## src/rtl/spi_cmdparse_multi_if.sv

```systemverilog
// Byte stream from spi_s2p into the command parser, plus the parse results
// consumed by the datapath mux.
interface spi_cmdparse_multi_if #(
   parameter int NumSlots = 24,
   parameter int DpW      = 4
);
   localparam int SlotIdxW = (NumSlots > 1) ? $clog2(NumSlots) : 1;

   logic                module_active;
   logic                cs_deassert;
   logic                data_valid;
   logic [7:0]          data;
   logic [DpW-1:0]      sel_dp;
   logic [7:0]          opcode;
   logic                slot_hit;
   logic [SlotIdxW-1:0] slot_idx;
   logic [2:0]          phase;
   logic [31:0]         addr;
   logic                addr_done;

   modport master (
      output module_active, cs_deassert, data_valid, data,
      input  sel_dp, opcode, slot_hit, slot_idx, phase, addr, addr_done
   );

   modport slave (
      input  module_active, cs_deassert, data_valid, data,
      output sel_dp, opcode, slot_hit, slot_idx, phase, addr, addr_done
   );
endinterface

```

## src/rtl/spi_cmdparse_multi.sv

```systemverilog
// Flash/passthrough opcode matcher and address/dummy/payload phase tracker.
// Address capture is built only when SPI_CMDPARSE_ADDR_CAPTURE_EN is defined.
module spi_cmdparse_multi #(
   parameter int NumSlots = 24,
   parameter int DpW      = 4,
   parameter int DummyW   = 3
) (
   input  logic                       clk_i,
   input  logic                       rst_i,
   input  logic [NumSlots-1:0]        slot_en_i,
   input  logic [NumSlots*8-1:0]      slot_opcode_i,
   input  logic [NumSlots-1:0]        slot_addr_en_i,
   input  logic [NumSlots-1:0]        slot_addr4b_i,
   input  logic [NumSlots*DummyW-1:0] slot_dummy_i,
   input  logic [NumSlots*DpW-1:0]    slot_dp_i,
   input  logic [255:0]               upload_mask_i,
   input  logic [DpW-1:0]             dp_upload_i,
   spi_cmdparse_multi_if.slave        bus
);
   localparam int SlotIdxW = (NumSlots > 1) ? $clog2(NumSlots) : 1;
   localparam int CntW     = (DummyW > 2) ? DummyW : 2;

   typedef enum logic [2:0] {
      StIdle    = 3'd0,
      StAddr    = 3'd1,
      StDummy   = 3'd2,
      StPayload = 3'd3,
      StUpload  = 3'd4,
      StIgnore  = 3'd5
   } state_e;

   state_e              state_r;
   logic [CntW-1:0]     cnt_r;
   logic [7:0]          opcode_r;
   logic                slot_hit_r;
   logic [SlotIdxW-1:0] slot_idx_r;
   logic                addr4b_r;
   logic [DummyW-1:0]   dummy_r;
   logic [DpW-1:0]      sel_dp_r;

   logic                match_hit_s;
   logic [SlotIdxW-1:0] match_idx_s;
   logic                sel_addr_en_s;
   logic                sel_addr4b_s;
   logic [DummyW-1:0]   sel_dummy_s;
   logic [DpW-1:0]      sel_dp_slot_s;
   logic                upload_hit_s;
   logic [CntW-1:0]     addr_last_s;
   logic [CntW-1:0]     dummy_last_s;
   logic [DpW-1:0]      sel_dp_s;
   logic                byte_take_s;

   // Priority match: scan downwards so the lowest enabled matching slot wins
   always_comb begin
      match_hit_s = 1'b0;
      match_idx_s = '0;
      for (int i = NumSlots - 1; i >= 0; i--) begin
         if (slot_en_i[i] && (slot_opcode_i[i*8 +: 8] == bus.data)) begin
            match_hit_s = 1'b1;
            match_idx_s = SlotIdxW'(i);
         end else begin
            match_hit_s = match_hit_s;
         end
      end
   end

   assign sel_addr_en_s = slot_addr_en_i[match_idx_s];
   assign sel_addr4b_s  = slot_addr4b_i[match_idx_s];
   assign sel_dummy_s   = slot_dummy_i[int'(match_idx_s)*DummyW +: DummyW];
   assign sel_dp_slot_s = slot_dp_i[int'(match_idx_s)*DpW +: DpW];

   assign upload_hit_s = bus.module_active & bus.data_valid & ~match_hit_s
                         & upload_mask_i[bus.data];
   assign addr_last_s  = addr4b_r ? CntW'(3) : CntW'(2);
   assign dummy_last_s = CntW'(dummy_r) - CntW'(1);
   assign byte_take_s  = bus.module_active & ~bus.cs_deassert & bus.data_valid;

   // Datapath select: opcode-only upload must be visible in the opcode cycle itself
   always_comb begin
      if (state_r == StIdle) begin
         sel_dp_s = upload_hit_s ? dp_upload_i : {DpW{1'b0}};
      end else if (state_r == StUpload) begin
         sel_dp_s = dp_upload_i;
      end else begin
         sel_dp_s = sel_dp_r;
      end
   end

   // Command FSM with latched opcode, slot index and slot parameters
   always_ff @(posedge clk_i) begin
      if (rst_i) begin
         state_r    <= StIdle;
         cnt_r      <= '0;
         opcode_r   <= 8'h00;
         slot_hit_r <= 1'b0;
         slot_idx_r <= '0;
         addr4b_r   <= 1'b0;
         dummy_r    <= '0;
         sel_dp_r   <= '0;
      end else if (!bus.module_active) begin
         state_r <= state_r;
      end else if (bus.cs_deassert) begin
         state_r <= StIdle;
         cnt_r   <= '0;
      end else if (bus.data_valid) begin
         case (state_r)
            StIdle: begin
               opcode_r   <= bus.data;
               slot_hit_r <= match_hit_s;
               slot_idx_r <= match_idx_s;
               addr4b_r   <= sel_addr4b_s;
               dummy_r    <= sel_dummy_s;
               sel_dp_r   <= match_hit_s ? sel_dp_slot_s : {DpW{1'b0}};
               cnt_r      <= '0;
               if (match_hit_s && sel_addr_en_s) begin
                  state_r <= StAddr;
               end else if (match_hit_s && (sel_dummy_s != '0)) begin
                  state_r <= StDummy;
               end else if (match_hit_s) begin
                  state_r <= StPayload;
               end else if (upload_mask_i[bus.data]) begin
                  state_r <= StUpload;
               end else begin
                  state_r <= StIgnore;
               end
            end
            StAddr: begin
               if (cnt_r == addr_last_s) begin
                  cnt_r   <= '0;
                  state_r <= (dummy_r != '0) ? StDummy : StPayload;
               end else begin
                  cnt_r <= cnt_r + CntW'(1);
               end
            end
            StDummy: begin
               if (cnt_r == dummy_last_s) begin
                  cnt_r   <= '0;
                  state_r <= StPayload;
               end else begin
                  cnt_r <= cnt_r + CntW'(1);
               end
            end
            default: begin
               state_r <= state_r;
            end
         endcase
      end else begin
         state_r <= state_r;
      end
   end

   assign bus.sel_dp   = sel_dp_s;
   assign bus.opcode   = opcode_r;
   assign bus.slot_hit = slot_hit_r;
   assign bus.slot_idx = slot_idx_r;
   assign bus.phase    = state_r;

`ifdef SPI_CMDPARSE_ADDR_CAPTURE_EN
   logic [23:0] addr_sh_r;
   logic [31:0] addr_r;
   logic        addr_done_r;

   // Address is published only once complete, so it holds across aborted commands
   always_ff @(posedge clk_i) begin
      if (rst_i) begin
         addr_sh_r   <= 24'h000000;
         addr_r      <= 32'h00000000;
         addr_done_r <= 1'b0;
      end else if (byte_take_s && (state_r == StAddr)) begin
         addr_sh_r <= {addr_sh_r[15:0], bus.data};
         if (cnt_r == addr_last_s) begin
            addr_r      <= addr4b_r ? {addr_sh_r, bus.data}
                                    : {8'h00, addr_sh_r[15:0], bus.data};
            addr_done_r <= 1'b1;
         end else begin
            addr_done_r <= 1'b0;
         end
      end else begin
         addr_done_r <= 1'b0;
      end
   end

   assign bus.addr      = addr_r;
   assign bus.addr_done = addr_done_r;
`else
   assign bus.addr      = 32'h00000000;
   assign bus.addr_done = 1'b0;
`endif

endmodule

```

## src/flat_wrapper.sv

```systemverilog
// flat-port wrapper written by rule: the top's interface ports become plain ports
module spi_cmdparse_multi_flat 
#(
   parameter int NumSlots = 24,
   parameter int DpW      = 4,
   parameter int DummyW   = 3
)
  (clk_i, rst_i, slot_en_i, slot_opcode_i, slot_addr_en_i, slot_addr4b_i, slot_dummy_i, slot_dp_i, upload_mask_i, dp_upload_i, bus_module_active, bus_cs_deassert, bus_data_valid, bus_data, bus_sel_dp, bus_opcode, bus_slot_hit, bus_slot_idx, bus_phase, bus_addr, bus_addr_done);
  spi_cmdparse_multi_if #(.NumSlots(NumSlots), .DpW(DpW)) bus_i ();
  input  logic clk_i;
  input  logic rst_i;
  input  logic [NumSlots-1:0] slot_en_i;
  input  logic [NumSlots*8-1:0] slot_opcode_i;
  input  logic [NumSlots-1:0] slot_addr_en_i;
  input  logic [NumSlots-1:0] slot_addr4b_i;
  input  logic [NumSlots*DummyW-1:0] slot_dummy_i;
  input  logic [NumSlots*DpW-1:0] slot_dp_i;
  input  logic [255:0] upload_mask_i;
  input  logic [DpW-1:0] dp_upload_i;
  input wire logic [$bits(bus_i.module_active)-1:0] bus_module_active;
  input wire logic [$bits(bus_i.cs_deassert)-1:0] bus_cs_deassert;
  input wire logic [$bits(bus_i.data_valid)-1:0] bus_data_valid;
  input wire logic [$bits(bus_i.data)-1:0] bus_data;
  output wire logic [$bits(bus_i.sel_dp)-1:0] bus_sel_dp;
  output wire logic [$bits(bus_i.opcode)-1:0] bus_opcode;
  output wire logic [$bits(bus_i.slot_hit)-1:0] bus_slot_hit;
  output wire logic [$bits(bus_i.slot_idx)-1:0] bus_slot_idx;
  output wire logic [$bits(bus_i.phase)-1:0] bus_phase;
  output wire logic [$bits(bus_i.addr)-1:0] bus_addr;
  output wire logic [$bits(bus_i.addr_done)-1:0] bus_addr_done;
  assign bus_i.module_active = bus_module_active;
  assign bus_i.cs_deassert = bus_cs_deassert;
  assign bus_i.data_valid = bus_data_valid;
  assign bus_i.data = bus_data;
  assign bus_sel_dp = bus_i.sel_dp;
  assign bus_opcode = bus_i.opcode;
  assign bus_slot_hit = bus_i.slot_hit;
  assign bus_slot_idx = bus_i.slot_idx;
  assign bus_phase = bus_i.phase;
  assign bus_addr = bus_i.addr;
  assign bus_addr_done = bus_i.addr_done;
  spi_cmdparse_multi #(.NumSlots(NumSlots), .DpW(DpW), .DummyW(DummyW)) u_core (.clk_i(clk_i), .rst_i(rst_i), .slot_en_i(slot_en_i), .slot_opcode_i(slot_opcode_i), .slot_addr_en_i(slot_addr_en_i), .slot_addr4b_i(slot_addr4b_i), .slot_dummy_i(slot_dummy_i), .slot_dp_i(slot_dp_i), .upload_mask_i(upload_mask_i), .dp_upload_i(dp_upload_i), .bus(bus_i));
endmodule
```

## config.mk

```make
export PLATFORM = sky130hd
export DESIGN_NAME = spi_cmdparse_multi_flat
export DESIGN_NICKNAME = d
export VERILOG_FILES = /design/src/rtl/spi_cmdparse_multi_if.sv /design/src/rtl/spi_cmdparse_multi.sv /design/src/flat_wrapper.sv
export SDC_FILE = /design/constraint.sdc
export NUM_CORES = 1
export LEC_CHECK = 0
export CORE_AREA = 2 2 292 294
export DETAILED_ROUTE_END_ITERATION = 16
export DIE_AREA = 0 0 294 296
export DONT_BUFFER_PORTS = 1
export GPL_TIMING_DRIVEN = 0
export SYNTH_ARGS = -nofsm -noshare
export SYNTH_HDL_FRONTEND = slang
export SYNTH_SLANG_ARGS = --single-unit
```

## constraint.sdc

```tcl
create_clock -name clk_i -period 5.7 [get_ports clk_i]
set_clock_uncertainty 0.05 [all_clocks]
set_input_delay 1.14 -clock clk_i [delete_from_list [all_inputs] [get_ports clk_i]]
set_output_delay 1.14 -clock clk_i [all_outputs]
set_load 0.03 [all_outputs]
```

# After elaboration in Yosys (flattened, before gate mapping)
# Index checks and enable logic that the tools add are counted.
# classes
n_eq_ne	31
n_reduce_logical	34
muxes	74
mul	1
magnitude_cmp	2
add_sub_neg	2
n_shift	2
n_bitwise	5
# op_table
cell	count
8-bit == test	24
5-bit 2-to-1 mux	24
96-bit by 8-bit variable part select with 4-bit output	1
72-bit by 32-bit variable part select with 3-bit output	1
3-bit 2-to-1 mux	11
1-bit 2-to-1 mux	30
1-bit logical AND	26
3-bit case mux with 3 select lines	2
4-bit 2-to-1 mux	4
1-bit binary-select mux with 5-bit select	2
8-bit by 9-bit < comparator with 1-bit output (second input constant)	1
1-bit binary-select mux with 8-bit select	1
5-bit by 2-bit multiplier with 7-bit output (second input constant)	1
3-bit == test	2
5-bit by 6-bit < comparator with 1-bit output (second input constant)	1
3-bit by 2-bit != test with 1-bit output (second input constant)	2
3-bit nonzero test	2
5-bit AND reduction	1
4-bit AND reduction	1
4-bit nonzero test	1
3-bit by 1-bit adder with 3-bit output (second input constant)	1
1-bit AND	3
3-bit by 1-bit == test with 1-bit output (second input constant)	1
3-bit by 2-bit == test with 1-bit output (second input constant)	1
other kinds (6)	7
# totals
reg_bits	28
input_bits	705
elab_cells	159
output_inout_bits	54

# Logic depth before layout (Yosys ltp)
# logic_depth
ltp_word	35
mapped_depth	18
depth_no_buf	13

# Worst setup path after synthesis
# Ideal clock, no wire load.
# synth_path
kind	input -> output
from	input port bus_data[1]
to	output port bus_sel_dp[0]
path_stages	11
slack_ns	0.367
t_arrival_ns	4.143
required_time_ns	4.510
path_buffers	4
path_cell_list	buf_2 > buf_6 > buf_4 > buf_2 > mux4_2 > mux4_2 > mux4_2 > mux4_2 > a41oi_2 > nor2_1 > a22o_1
# synth_between
elab_chain_cells	31
word_cells_on_any_way	79
classes_between	24 x eq/ne; 28 x mux; 3 x bitwise; 24 x reduce/logical
# synth_rtl
element	line_no	text
from (decl)	flat_wrapper.sv:23	input wire logic [$bits(bus_i.data)-1:0] bus_data;
8-bit == test	spi_cmdparse_multi.sv:58	if (slot_en_i[i] && (slot_opcode_i[i*8 +: 8] == bus.data)) begin
1-bit logical AND	spi_cmdparse_multi.sv:58	
1-bit 2-to-1 mux (24 in a row)	spi_cmdparse_multi.sv:58	
1-bit NOT	spi_cmdparse_multi.sv:72	assign upload_hit_s = bus.module_active & bus.data_valid & ~match_hit_s
1-bit AND	spi_cmdparse_multi.sv:72	
1-bit AND *	spi_cmdparse_multi.sv:73	& upload_mask_i[bus.data];
4-bit 2-to-1 mux *	spi_cmdparse_multi.sv:81	sel_dp_s = upload_hit_s ? dp_upload_i : {DpW{1'b0}};
4-bit 2-to-1 mux *	spi_cmdparse_multi.sv:80	if (state_r == StIdle) begin
to (decl)	flat_wrapper.sv:24	output wire logic [$bits(bus_i.sel_dp)-1:0] bus_sel_dp;
# Mark *: on every way between the ends. The rest lies on a longest branch, timed or not. The select of a mux whose other input is x is not followed.

# Worst setup path in the final report
# layout_path
from	input port bus_data[0]
to	output port bus_sel_dp[1]
# Same word-level chain as after synthesis.

==> impl_metrics.ini <==
[floorplan]
die_height_um = 296
num_io_pins = 759
floorplan.core_area_um2 = 84210
number_of_standard_cell_rows_in_the_floorplan = 107
die-area_um2 = 87020
floorplan.initialDensity_pct = 10.31
chipWidth_um = 294

[status]
failed_checks = setup timing
status = finished, violations left

[drt]
postRouteAntennaNets = 0
wire_per_inst_um = 30.60
vias = 8954
first_iter_violations = 626
total_iterations_of_the_first_detailed_routing_run = 7
route.detailed.drc = 0
vias_per_cell = 4.138
routed_wirelength_mm = 66.21

[min_path]
min_path_type = register to register
hold_path_depth = 2

[placed_design]
gp_congestion = 1.007
port_buffers = 0
dp_cells = 2108
dp_hpwl_mm = 57.85

[sta]
final_cycle_utilization_of_the_critical_path_pct = 100.3
hold_viol = 0
whs_ns = 0.4525
rsz0062_at_grt = yes
timing.slew.headroom_pct = 21.16
clock.fmax_mhz = 174.9
max_slew.worst_pin.slew_ns = 1.180
final.min_clock_period_ns = 5.718
final_max_slew_viol_count = 0
setup_viol = 4
fin_ws_ns = -0.01822

[global_routing]
antenna_violations_before_repair = 48
grt_start_max_net_pins = 17
remaining_global_route_overflow = 0
grt.total_usage_pct = 14.08
wire_length_of_the_first_global_routing_pass_mm = 81.02
via_count_of_the_first_global_routing_pass = 8883

[logic_synthesis]
syn-instance-count = 985
synth_seq_cells = 28
synth.most_common_cell = sky130_fd_sc_hd__xnor2_1
ys_top_cells_by_area = sky130_fd_sc_hd__mux4_2 22%, sky130_fd_sc_hd__xnor2_1 18%, sky130_fd_sc_hd__mux2i_1 9.8%
post_synth_most_frequent_cells = 179 x sky130_fd_sc_hd__xnor2_1, 85 x sky130_fd_sc_hd__mux2i_1, 85 x sky130_fd_sc_hd__mux4_2
synth_area_per_cell_um2 = 8.810
netlist.area_leader.share_pct = 22.06
synth_sequential_area_ratio_pct = 6.459
synthesis.area_um2 = 8678
yosys_most_used_dff = sky130_fd_sc_hd__dfxtp_1
post_synth_num_cell_types = 68
synthDominantAreaCellType = sky130_fd_sc_hd__mux4_2
synth_enable_flop_cells = 0
number_of_warning_messages_in_the_yosys_log = 0
synth-async-reset-ratio_pct = 0

[setup_path]
slowest_stage = sky130_fd_sc_hd__mux4_2
critical_path.max_fanout = 7
most_used_cell_along_the_critical_path = sky130_fd_sc_hd__mux4_2
timing.critical_path.required_ns = 4.51
critical_path_cell_count = 11
timing.critical_path.to_type = primary output
critPathArrivalTime_ns = 4.53
maximum_cell_stage_delay_along_the_critical_path_ns = 0.61
critical_path.startpoint_type = input port
critPathTopFamily = multiplexers
critPathBufInv = 4
critical_path_class = input port to primary output
reg2reg_depth = 6
worstPathCellList = buf_12 -> buf_12 -> buf_12 -> buf_6 -> mux4_2 -> mux4_2 -> mux4_2 -> mux4_2 -> a41oi_2 -> nor2_4 -> a22o_4

[job]
maxCapViolCount = 0

[clock_network]
htree_levels = 1
tritoncts.num_buffers = 3
worst_setup_hold_path_clk_slew_ns = 0.08
clock_latency_ns = 0.28
clock_path_buffers = 2
cts_num_sinks = 28
post_cts_hold_buffer_count = 0
cts_tree = done
clock_tree.root_cell = sky130_fd_sc_hd__clkbuf_16

[pwr]
leakagePower_nw = 3.150
cellPowerDensity_nw_per_um2 = 115.0
maximum_vdd_ir_drop_uv = 103.9

[layout]
layout.nets = 1750
fillers = 9627
post_route_cells_drive_above_1_share_pct = 25.36
multiInputGateArea_um2 = 7565
sequential_standard_cell_area_um2 = 560.5
final_cells = 2164
areaGrowthSynthToFinish_pct = 25.12
## cell families after synthesis
group                    Yosys count  synth area share [%]
other                              1               0.04321
AND/OR/NAND/NOR                  299                 16.97
XOR/XNOR                         196                 19.78
flip-flops                        28                 6.459
adder cells (fa/ha/maj)            3                0.4326
multiplexers                     201                 35.89
AO/OA/AOI/OAI                    138                 11.17
buffers and inverters            119                 9.256
## final timing paths
path	from	endpoint	slack [ns]
worst max-delay path	bus_data[0]	bus_sel_dp[1]	-0.02
worst min register to register	u_core.dummy_r[2]	u_core.dummy_r[2]	0.45
worst max register to register	u_core.bus.phase[0]	u_core.bus.opcode[4]	2.51
worst min-delay path	u_core.dummy_r[2]	u_core.dummy_r[2]	0.45
## metrics by stage
step | setup TNS, ns | setup WS, ns | util [%] | area, um2 | power [mW]
3_3_place_gp | -10.18 | -1.061 | 12.07 | 10160 | 0.9896
2_1_floorplan | 0 | 0.3666 | - | 8798 | 0.7702
6_report | -0.06080 | -0.01822 | 12.89 | 10860 | 1.249
5_1_grt | -0.3010 | -0.05820 | 12.88 | 10850 | 1.321
4_1_cts | -0.05274 | -0.01708 | 12.61 | 10620 | 1.258
3_5_place_dp | -9.624 | -0.9178 | 12.09 | 10180 | 0.9916
## state kept, by name (all words and copies together), names as in the netlist
signal	cells
u_core.bus.phase	3
u_core.bus.slot_idx	5
u_core.bus.slot_hit	1
u_core.cnt_r	3
u_core.addr4b_r	1
u_core.sel_dp_r	4
u_core.dummy_r	3
u_core.bus.opcode	8
## layout by cell type (no fill, tap or decap), drive strengths merged, types with 3 or more instances in the layout
cell	instances
a2111oi	6
a211o	6
a211oi	15
a21oi	38
a22o	5
a22oi	4
a31o	3
a31oi	8
a32oi	5
a41oi	3
and2	3
buf	111
clkbuf	22
conb	33
dfxtp	28
diode	33
ha	3
inv	9
mux2	31
mux2i	85
mux4	85
nand2	81
nand2b	3
nand3	39
nand4	37
nor2	51
nor2b	10
nor3	46
nor4	6
o211ai	8
o21ai	15
o22ai	8
or2	6
or3	10
xnor2	179
xor2	17
## where the power goes
part           switching, mW  internal, mW  total [mW]
combinational          0.438         0.367       0.805
sequential            0.0149         0.202       0.216
clock                 0.0872         0.141       0.228
total                  0.540         0.709        1.25
## worst reg2reg max path, cell delays in order, from the launching register on
cell	delay, ns
sky130_fd_sc_hd__dfxtp_1	0.54
sky130_fd_sc_hd__or2_2	0.40
sky130_fd_sc_hd__clkbuf_1	0.27
sky130_fd_sc_hd__nor4_1	0.88
sky130_fd_sc_hd__clkbuf_1	0.64
sky130_fd_sc_hd__nand2_1	0.21
sky130_fd_sc_hd__a21oi_1	0.15
## what timing repair did
| action | in CTS | in global routing |
|---|---|---|
| pin swaps | 5 | 4 |
| gates resized for setup | 62 | 17 |
| setup endpoints to repair | 14 | 10 |
| hold endpoints to repair | 0 | 0 |
| setup buffers | 11 | 9 |
## routing by layer
metal  GRT usage, %  share of wire, %  up-vias
met1          16.14                38     4331
met4          5.625               4.7       10
met2          24.13                48      660
li1               -                 -     3787
met5              0              0.11        -
met3          4.617               9.5      166
## cell type report
class | instances | share of cell area [%]
Antenna cell | 33 | 0.7605
Clock buffer | 3 | 0.6914
Sequential cell | 28 | 5.162
Timing Repair Buffer | 21 | 1.717
Clock inverter | 1 | 0.2766
Buffer | 109 | 8.850
Multi-Input combinational cell | 870 | 69.67
Tap cell | 1090 | 12.56
Inverter | 9 | 0.3111
Power figures use the tool's default switching activity.
